==> config.mk <==
export PLATFORM = sky130hd
export DESIGN_NAME = fu_mdu
export DESIGN_NICKNAME = d
export VERILOG_FILES = /design/src/rtl/mdu_types.sv /design/src/rtl/mdu_divider.sv /design/src/rtl/fu_mdu.sv
export SDC_FILE = /design/constraint.sdc
export NUM_CORES = 2
export LEC_CHECK = 0
export ABC_CLOCK_PERIOD_IN_PS = 10800
export BUFFER_PORTS_ARGS = -buffer_cell sky130_fd_sc_hd__buf_2
export CAP_MARGIN = 10
export CORE_MARGIN = 2
export CORE_UTILIZATION = 52
export CTS_CLUSTER_DIAMETER = 80
export DETAILED_ROUTE_END_ITERATION = 16
export HOLD_SLACK_MARGIN = 0.12
export PLACE_DENSITY = 0.68
export SLEW_MARGIN = 20
export SYNTH_ARGS = -nofsm -noshare
export SYNTH_HDL_FRONTEND = slang
export SYNTH_SLANG_ARGS = --single-unit
==> constraint.sdc <==
create_clock -name clk -period 10.8 [get_ports clk]
set_input_delay 1.62 -clock clk [delete_from_list [all_inputs] [get_ports clk]]
set_output_delay 1.62 -clock clk [all_outputs]
set_load 0.05 [all_outputs]
==> src/rtl/mdu_types.sv <==
// mdu_types: shared widths, opcode/state enums and uop record for the MDU functional unit
package mdu_types;
  localparam int XLEN = 32;
  localparam int ROB_IDX = 5;
  localparam int PRF_IDX = 6;
  localparam int ARCH_IDX = 5;
  localparam int DIV_ITERS = XLEN;
  typedef enum logic [2:0] {
    OP_MUL    = 3'b000,
    OP_MULH   = 3'b001,
    OP_MULHSU = 3'b010,
    OP_MULHU  = 3'b011,
    OP_DIV    = 3'b100,
    OP_DIVU   = 3'b101,
    OP_REM    = 3'b110,
    OP_REMU   = 3'b111
  } mdu_op_t;
  typedef enum logic [1:0] {S_IDLE, S_MUL, S_DIV, S_DONE} mdu_state_t;
  typedef struct packed {
    logic [ROB_IDX-1:0]  rob_id;
    logic [PRF_IDX-1:0]  rd_phy;
    logic [ARCH_IDX-1:0] rd_arch;
    mdu_op_t             fu_opcode;
    logic [XLEN-1:0]     rs1_value;
    logic [XLEN-1:0]     rs2_value;
  } fu_mdu_reg_t;
endpackage

==> src/rtl/mdu_divider.sv <==
// mdu_divider: unsigned restoring radix-2 divider, one quotient bit per cycle
module mdu_divider
  import mdu_types::*;
(
  input  logic            clk,
  input  logic            rst,
  input  logic            start,
  input  logic [XLEN-1:0] dividend,
  input  logic [XLEN-1:0] divisor,
  output logic [XLEN-1:0] quotient,
  output logic [XLEN-1:0] remainder,
  output logic            done
);
  localparam int CW = $clog2(DIV_ITERS);
  localparam logic [CW-1:0] LAST = CW'(DIV_ITERS - 1);
  logic [CW-1:0] cnt;
  logic busy;
  logic [XLEN-1:0] rem, quo, dvs, rem_n, quo_n;
  logic [XLEN:0] sh, diff;
  assign sh = {rem, quo[XLEN-1]};
  assign diff = sh - {1'b0, dvs};
  assign rem_n = diff[XLEN] ? sh[XLEN-1:0] : diff[XLEN-1:0];
  assign quo_n = {quo[XLEN-2:0], ~diff[XLEN]};
  // outputs are the post-step values so the caller can latch them on the final step
  assign quotient = quo_n;
  assign remainder = rem_n;
  assign done = busy && cnt == LAST;
  always_ff @(posedge clk) begin
    if (rst) begin
      cnt <= '0;
      busy <= 1'b0;
      rem <= '0;
      quo <= '0;
      dvs <= '0;
    end else if (start) begin
      cnt <= '0;
      busy <= 1'b1;
      rem <= '0;
      quo <= dividend;
      dvs <= divisor;
    end else if (busy) begin
      cnt <= cnt + 1'b1;
      busy <= !done;
      rem <= rem_n;
      quo <= quo_n;
    end
  end
endmodule

==> src/rtl/fu_mdu.sv <==
// fu_mdu: RV32M multiply/divide unit; single-cycle MUL*, 32-cycle DIV/REM, CDB result with backpressure
module fu_mdu
  import mdu_types::*;
(
  input  logic                clk,
  input  logic                rst,
  input  logic                rs_valid,
  output logic                mdu_ready,
  input  logic [ROB_IDX-1:0]  rob_id,
  input  logic [PRF_IDX-1:0]  rd_phy,
  input  logic [ARCH_IDX-1:0] rd_arch,
  input  logic [2:0]          fu_opcode,
  input  logic [XLEN-1:0]     rs1_value,
  input  logic [XLEN-1:0]     rs2_value,
  output logic                cdb_valid,
  input  logic                cdb_ready,
  output logic [ROB_IDX-1:0]  cdb_rob_id,
  output logic [PRF_IDX-1:0]  cdb_rd_phy,
  output logic [ARCH_IDX-1:0] cdb_rd_arch,
  output logic [XLEN-1:0]     cdb_rd_value
);
  localparam logic [XLEN-1:0] INT_MIN = {1'b1, {(XLEN-1){1'b0}}};
  mdu_state_t state, state_n;
  fu_mdu_reg_t uop;
  logic [XLEN-1:0] result, special_val, dvd, dvs, quo, rem, mul_res, div_res;
  logic [2*XLEN-1:0] mul_a, mul_b, prod;
  logic [2:0] op;
  logic accept, sgn_in, special, div_start, div_done, s1, s2, neg_q, neg_r;
  assign mdu_ready = state == S_IDLE;
  assign accept = rs_valid && mdu_ready;
  assign sgn_in = !fu_opcode[0];
  assign special = rs2_value == '0 || (sgn_in && rs1_value == INT_MIN && rs2_value == '1);
  assign special_val = rs2_value == '0 ? (fu_opcode[1] ? rs1_value : '1)
                                       : (fu_opcode[1] ? '0 : INT_MIN);
  assign dvd = sgn_in && rs1_value[XLEN-1] ? -rs1_value : rs1_value;
  assign dvs = sgn_in && rs2_value[XLEN-1] ? -rs2_value : rs2_value;
  assign op = uop.fu_opcode;
  // MULH and MULHSU treat rs1 as signed; only MULH treats rs2 as signed
  assign s1 = (op[1] ^ op[0]) && uop.rs1_value[XLEN-1];
  assign s2 = op[1:0] == 2'b01 && uop.rs2_value[XLEN-1];
  assign mul_a = {{XLEN{s1}}, uop.rs1_value};
  assign mul_b = {{XLEN{s2}}, uop.rs2_value};
  assign prod = mul_a * mul_b;
  assign mul_res = op[1:0] == 2'b00 ? prod[XLEN-1:0] : prod[2*XLEN-1:XLEN];
  assign neg_q = !op[0] && (uop.rs1_value[XLEN-1] ^ uop.rs2_value[XLEN-1]);
  assign neg_r = !op[0] && uop.rs1_value[XLEN-1];
  assign div_res = op[1] ? (neg_r ? -rem : rem) : (neg_q ? -quo : quo);
  assign cdb_valid = state == S_DONE;
  assign cdb_rob_id = uop.rob_id;
  assign cdb_rd_phy = uop.rd_phy;
  assign cdb_rd_arch = uop.rd_arch;
  assign cdb_rd_value = result;
  mdu_divider u_div (
    .clk       (clk),
    .rst       (rst),
    .start     (div_start),
    .dividend  (dvd),
    .divisor   (dvs),
    .quotient  (quo),
    .remainder (rem),
    .done      (div_done)
  );
  always_comb begin
    state_n = state;
    div_start = 1'b0;
    case (state)
      S_IDLE: if (accept) begin
        state_n = !fu_opcode[2] ? S_MUL : special ? S_DONE : S_DIV;
        div_start = fu_opcode[2] && !special;
      end
      S_MUL:  state_n = S_DONE;
      S_DIV:  state_n = div_done ? S_DONE : S_DIV;
      S_DONE: state_n = cdb_ready ? S_IDLE : S_DONE;
      default: state_n = S_IDLE;
    endcase
  end
  always_ff @(posedge clk) begin
    if (rst) begin
      state <= S_IDLE;
      uop <= '0;
      result <= '0;
    end else begin
      state <= state_n;
      if (accept) begin
        uop <= '{rob_id: rob_id, rd_phy: rd_phy, rd_arch: rd_arch,
                 fu_opcode: mdu_op_t'(fu_opcode), rs1_value: rs1_value, rs2_value: rs2_value};
        result <= special_val;
      end
      if (state == S_MUL) result <= mul_res;
      if (state == S_DIV && div_done) result <= div_res;
    end
  end
endmodule

### Yosys cells after proc, flatten, opt, wreduce, memory -nomap -nowiden

Cells that the tools add are included.

| word-level totals | value |
|---|---|
| output and inout port bits | 50 |
| word-level logic and storage cells | 79 |
| flip-flop bits (word level) | 218 |
| input port bits | 87 |

| cells by class | value |
|---|---|
| $add $sub $neg | 6 |
| bitwise operators | 3 |
| mux-type cells | 25 |
| eq/ne operators | 8 |
| reduce and logical (&&, ||, !) cells | 23 |
| $mul | 1 |

Operator list:

| cell | count |
|---|---|
| $mux W32 | 15 |
| $neg A32 Y32 | 4 |
| $eq A32 B32 Y1 const B | 2 |
| $mul A33 B33 Y64 | 1 |
| $sub A33 B32 Y33 | 1 |
| $logic_not A32 Y1 | 1 |
| $logic_and A1 B1 Y1 | 12 |
| $pmux W2 S4 | 1 |
| $mux W1 | 6 |
| $mux W2 | 3 |
| $add A5 B1 Y5 const B | 1 |
| $eq A5 B5 Y1 const B | 1 |
| $eq A2 B1 Y1 const B | 2 |
| $eq A2 B2 Y1 const B | 2 |
| $logic_not A1 Y1 | 4 |
| $logic_not A2 Y1 | 2 |
| $reduce_bool A3 Y1 | 1 |
| $ne A2 B1 Y1 const B | 1 |
| $reduce_bool A2 Y1 | 1 |
| $reduce_or A2 Y1 | 1 |
| $xor A1 B1 Y1 | 2 |
| $logic_or A1 B1 Y1 | 1 |
| $not A1 Y1 | 1 |

### Depth between registers and ports, before layout

| depth | value |
|---|---|
| depth in word-level cells | 9 |
| depth in mapped cells | 35 |
| depth with buffers taken out | 31 |

### Hierarchy

Synthesis repeated with hierarchy kept, for this count alone.

| unflattened totals | value |
|---|---|
| cells, all modules | 6297 |
| area total of the unflattened synthesis | 53065.9 sq um |

By module, submodules not included:

| module | area an instance (sq um) | instances | cells each | sequential area each (sq um) |
|---|---|---|---|---|
| fu_mdu | 46430.8 | 1 | 5479 | 2322.2 |
| mdu_divider | 6635.1 | 1 | 818 | 2042.0 |

### Worst setup path before layout

Ideal clock, no wire load.

| timing path | value |
|---|---|
| path type | register to register |
| start point | register uop (netlist bit op[1]) |
| end point | register result[29] (netlist: cdb_rd_value[29]) |
| buffers on the path | 3 |
| setup slack | 1.905 ns |
| library setup time | 0.062 ns |
| stages on the path, launching flop included | 35 |
| period minus slack after synthesis | 8.895 ns |
| data required time | 10.738 ns |
| arrival | 8.833 ns |
| cells stage by stage | dfxtp_1 -> clkbuf_1 -> clkinv_1 -> ha_1 -> and2_1 -> clkbuf_1 -> clkbuf_1 -> nand2_1 -> inv_1 -> fa_1 -> inv_1 -> fa_1 -> inv_1 -> fa_1 -> fa_1 -> inv_1 -> fa_1 -> inv_1 -> fa_1 -> inv_1 -> fa_1 -> fa_1 -> inv_1 -> ha_1 -> a21o_1 -> a21o_1 -> a21o_1 -> a21o_1 -> a21o_1 -> nand2_1 -> o31ai_1 -> a2111oi_0 -> a31oi_1 -> a21oi_1 -> a32o_1 |

| on the way | value |
|---|---|
| longest elaborated chain between the ends | 6 |
| elaborated cells between the ends (all ways) | 10 |
| those cells by class | 1 x mul; 1 x eq/ne; 4 x mux; 1 x bitwise; 3 x reduce/logical |

Ends and longest elaborated chain:

| item | RTL line | RTL |
|---|---|---|
| from (decl) | fu_mdu.sv:24 | `fu_mdu_reg_t uop;` |
| from (signal assigned) | fu_mdu.sv:85 | `uop <= '{rob_id: rob_id, rd_phy: rd_phy, rd_arch: rd_arch,` |
| $eq A2 B1 Y1 or $xor A1 B1 Y1 (tied branches) | fu_mdu.sv:40, fu_mdu.sv:39 |  |
| $logic_and A1 B1 Y1 (on tied branches) | fu_mdu.sv:40, fu_mdu.sv:39 |  |
| $mul A33 B33 Y64 | fu_mdu.sv:43 | `assign prod = mul_a * mul_b;` |
| $mux W32 | fu_mdu.sv:44 | `assign mul_res = op[1:0] == 2'b00 ? prod[XLEN-1:0] : prod[2*XLEN-1:XLEN];` |
| $mux W32 | fu_mdu.sv:89 | `if (state == S_MUL) result <= mul_res;` |
| $mux W32 (*) | fu_mdu.sv:90 | `if (state == S_DIV && div_done) result <= div_res;` |
| to (signal assigned) | fu_mdu.sv:87 | `result <= special_val;` |
| to (signal assigned) | fu_mdu.sv:89 |  |
| to (signal assigned) | fu_mdu.sv:90 |  |
| to (decl) | fu_mdu.sv:25 | `logic [XLEN-1:0] result, special_val, dvd, dvs, quo, rem, mul_res, div_res;` |

Every way passes the cells marked *; elsewhere a longest branch is shown, timed or not.
A chain may end at the register's enable or synchronous reset.

### Worst setup path after layout

| timing path | value |
|---|---|
| start point | register uop (netlist bit op[1]) |
| end point | register result[30] (netlist: cdb_rd_value[30]) |

The elaborated chain is that of the path after synthesis.

==> impl_metrics.ini <==
[run_status]
outcome = finished clean

[worst_setup_path]
worst-path-max-fanout = 18
crit_top_cell = fa_1
startpoint_type = flop
arrival_ns = 10.26
crit_type = flop to flop
cp.required_ns = 11.24
cp_slowest_cell = fa_1
end_kind = flop
max_stage_delay_ns = 0.63

[synthesis]
synth_top_area_cell = fa_1
ys.flop_type = dfxtp_1
synth_top_area_share = 0.429
synthesis.nets = 7688
synth_edf_count = 0
synth-seq-cells = 218
async_flop_share = 0
ys.warnings.count = 0
synth.area.top_cells = fa_1, inv_1, dfxtp_1
synth.cell_area_um2 = 52600
synth.distinct_cells = 85
syn-instance-count = 6221
ys_seq_area_frac = 0.0830
avgSynthCellArea_um2 = 8.45

[routing]
drt-total-wl_um = 152000
drt-vias-per-instance = 5.70
drc = 0
first_pass_iters = 5
drtIter0Drc = 3182
wl_per_cell_um = 20.5
vias = 42400
ant_nets = 0

[timing]
tightestPinTransition_ns = 1.10
min_period_over_period = 0.909
fmax_ghz = 0.102
hold_violations = 0
min_period_ns = 9.82
rsz0062_at_grt = false
fin_skew_ns = 0.0431
setup_tns_ns = 0
maxSlewViolCount = 0
fin_hold_ws_ns = 0.451
slew_headroom = 0.263
finalSetupViolCount = 0

[finish]
drive_gt1_frac = 0.0573
syn_to_final_growth_pct = 5.30
nFillCells = 9273
nNetsFinal = 7589

[cts]
cts_tree = built
clk_latency_ns = 0.59
cts_htree_levels = 1
hold_buffers = 0
cts_resized = 0
clk_pin_slew_ns = 0.06
cts_buffers = 27
cts_post_setup_buffers_inserted = 0
clockBufferDepth = 3
cts.sinks = 218
root_buffer = clkbuf_16

[placed_design]
portBuffers = 136
routabilityCongestion = 0.983
hpwl_um = 125000

[power_and_ir_drop]
irDropWorstVdd_v = 0.000136
p_leak_nw = 25.5
p_per_area_nw_per_um2 = 84.0

[grt]
grt_max_degree = 119
grt_pass1_vias = 44700
grt-ovfl-total = 0
grt_pass1_wl_um = 248000
antenna_found_initial = 6
grt.total_usage = 0.304

[floorplan]
core_area_um2 = 100000
io_pins = 137
start_util = 0.525
die_w_um = 322
die_area_um2 = 104000
fp.dieH_um = 322
rows = 116

[min_path]
hold_class = flop to flop

[run]
drv_cap = 0
[state kept, by name, summed over array words and instances, names as in the netlist]
register / flops
cdb_rob_id: 5
mul_b: 32
u_div.rem: 32
cdb_rd_phy: 6
state: 2
cdb_rd_value: 32
u_div.cnt: 5
u_div.quo: 32
mul_a: 32
op: 2
cdb_rd_arch: 5
u_div.busy: 1
u_div.dvs: 32
[metal layers]
layer	vias to the layer above	global-route usage	wire (µm)
met1	21700	0.405	61600
met5	-	0	26
met3	320	0.0338	10400
li1	18800	-	-
met4	4	0.113	6470
met2	1634	0.513	74000
[layout by cell type (no fill, tap or decap), types with 27 or more instances in the layout]
master / count
and3_1: 33
ha_1: 254
a21oi_1: 248
nand2_1: 1076
mux2i_1: 61
buf_4: 106
o31ai_1: 35
a31oi_1: 33
xor2_1: 86
o21ai_0: 129
dfxtp_1: 209
fa_1: 1126
a211oi_1: 126
inv_1: 1268
buf_2: 135
clkbuf_16: 27
nand3_1: 34
and2_1: 284
xnor2_1: 111
a21o_1: 51
nor2_1: 254
nor3_1: 50
[synth_stat cells (all sizes together), types with 12 or more instances]
library cell / count
nand2b: 20
nor2b: 22
a21o: 51
nand3: 34
ha: 254
or4: 15
fa: 1126
xnor2: 111
mux2i: 61
o211ai: 21
dfxtp: 218
and2: 285
nand2: 1078
a211oi: 129
o21a: 13
or3: 22
nor3: 50
nand4: 22
a21oi: 248
nor2: 255
nor3b: 12
clkbuf: 361
xor2: 86
inv: 1268
o21ai: 135
a31oi: 33
o31ai: 35
nor4: 18
or2: 21
and3: 33
[kinds of logic (layout without fill, tap and decap cells)]
kind of cell    count (synthesis)  count (layout)  share of synthesized area
xor+xnor                      197             197                     0.0328
simple gates                 1908            1908                      0.163
buf+inv                      1640            1562                      0.117
compound gates                810             810                      0.101
flops                         218             218                     0.0830
mux                            68              68                     0.0131
other cells                     0               2                          0
fa+ha+maj                    1380            1380                      0.489
[metrics by stage]
stage	std cells	setup WS (ns)	total power, mW	util	cell area, µm²
after floorplan	6221	1.91	2.72	-	52600
after global placement	7391	1.22	3.52	0.542	54300
after detailed placement	7391	1.09	3.55	0.542	54300
after CTS	7441	1.03	4.62	0.553	55300
after global routing	7443	0.542	4.95	0.553	55300
final	7443	0.981	4.65	0.553	55300
[worst max-delay path: cells and delay by family, from the launching register on]
family                     cells  cell delay (ns)
AOI/OAI and AO/OA             10             2.51
and+or+nand+nor                3             0.35
adders and majority gates     10             4.90
buffers and inverters          8             1.57
DFF                            1             0.33
[worst paths after layout]
kind / startpoint / end / slack, ns / depth (start not counted)
setup / recovery: op[1] / cdb_rd_value[30] / 0.98 / 31
hold / removal: u_div.dvs[31] / u_div.dvs[31] / 0.45 / 2
setup reg to reg: op[1] / cdb_rd_value[30] / 0.98 / 31
hold reg to reg: u_div.dvs[31] / u_div.dvs[31] / 0.45 / 2
[where the power goes]
group	total (mW)	internal, mW	switching, mW
sequential	0.984	0.864	0.121
combinational	2.61	0.900	1.71
clock	1.06	0.657	0.401
[cell type report]
| class | count | area, µm² | area share |
|---|---|---|---|
| clock inverters | 18 | 295 | 0.00534 |
| clock buffers | 32 | 734 | 0.0133 |
| repair buffers | 242 | 1480 | 0.0268 |
| diodes | 2 | 5.00 | 0.0000904 |
| inverters | 1270 | 4770 | 0.0861 |
| well taps | 1298 | 1620 | 0.0293 |
| multi-input cells | 4363 | 42100 | 0.760 |
| flip-flops and latches | 218 | 4380 | 0.0791 |
Power figures use the tool's default switching activity.
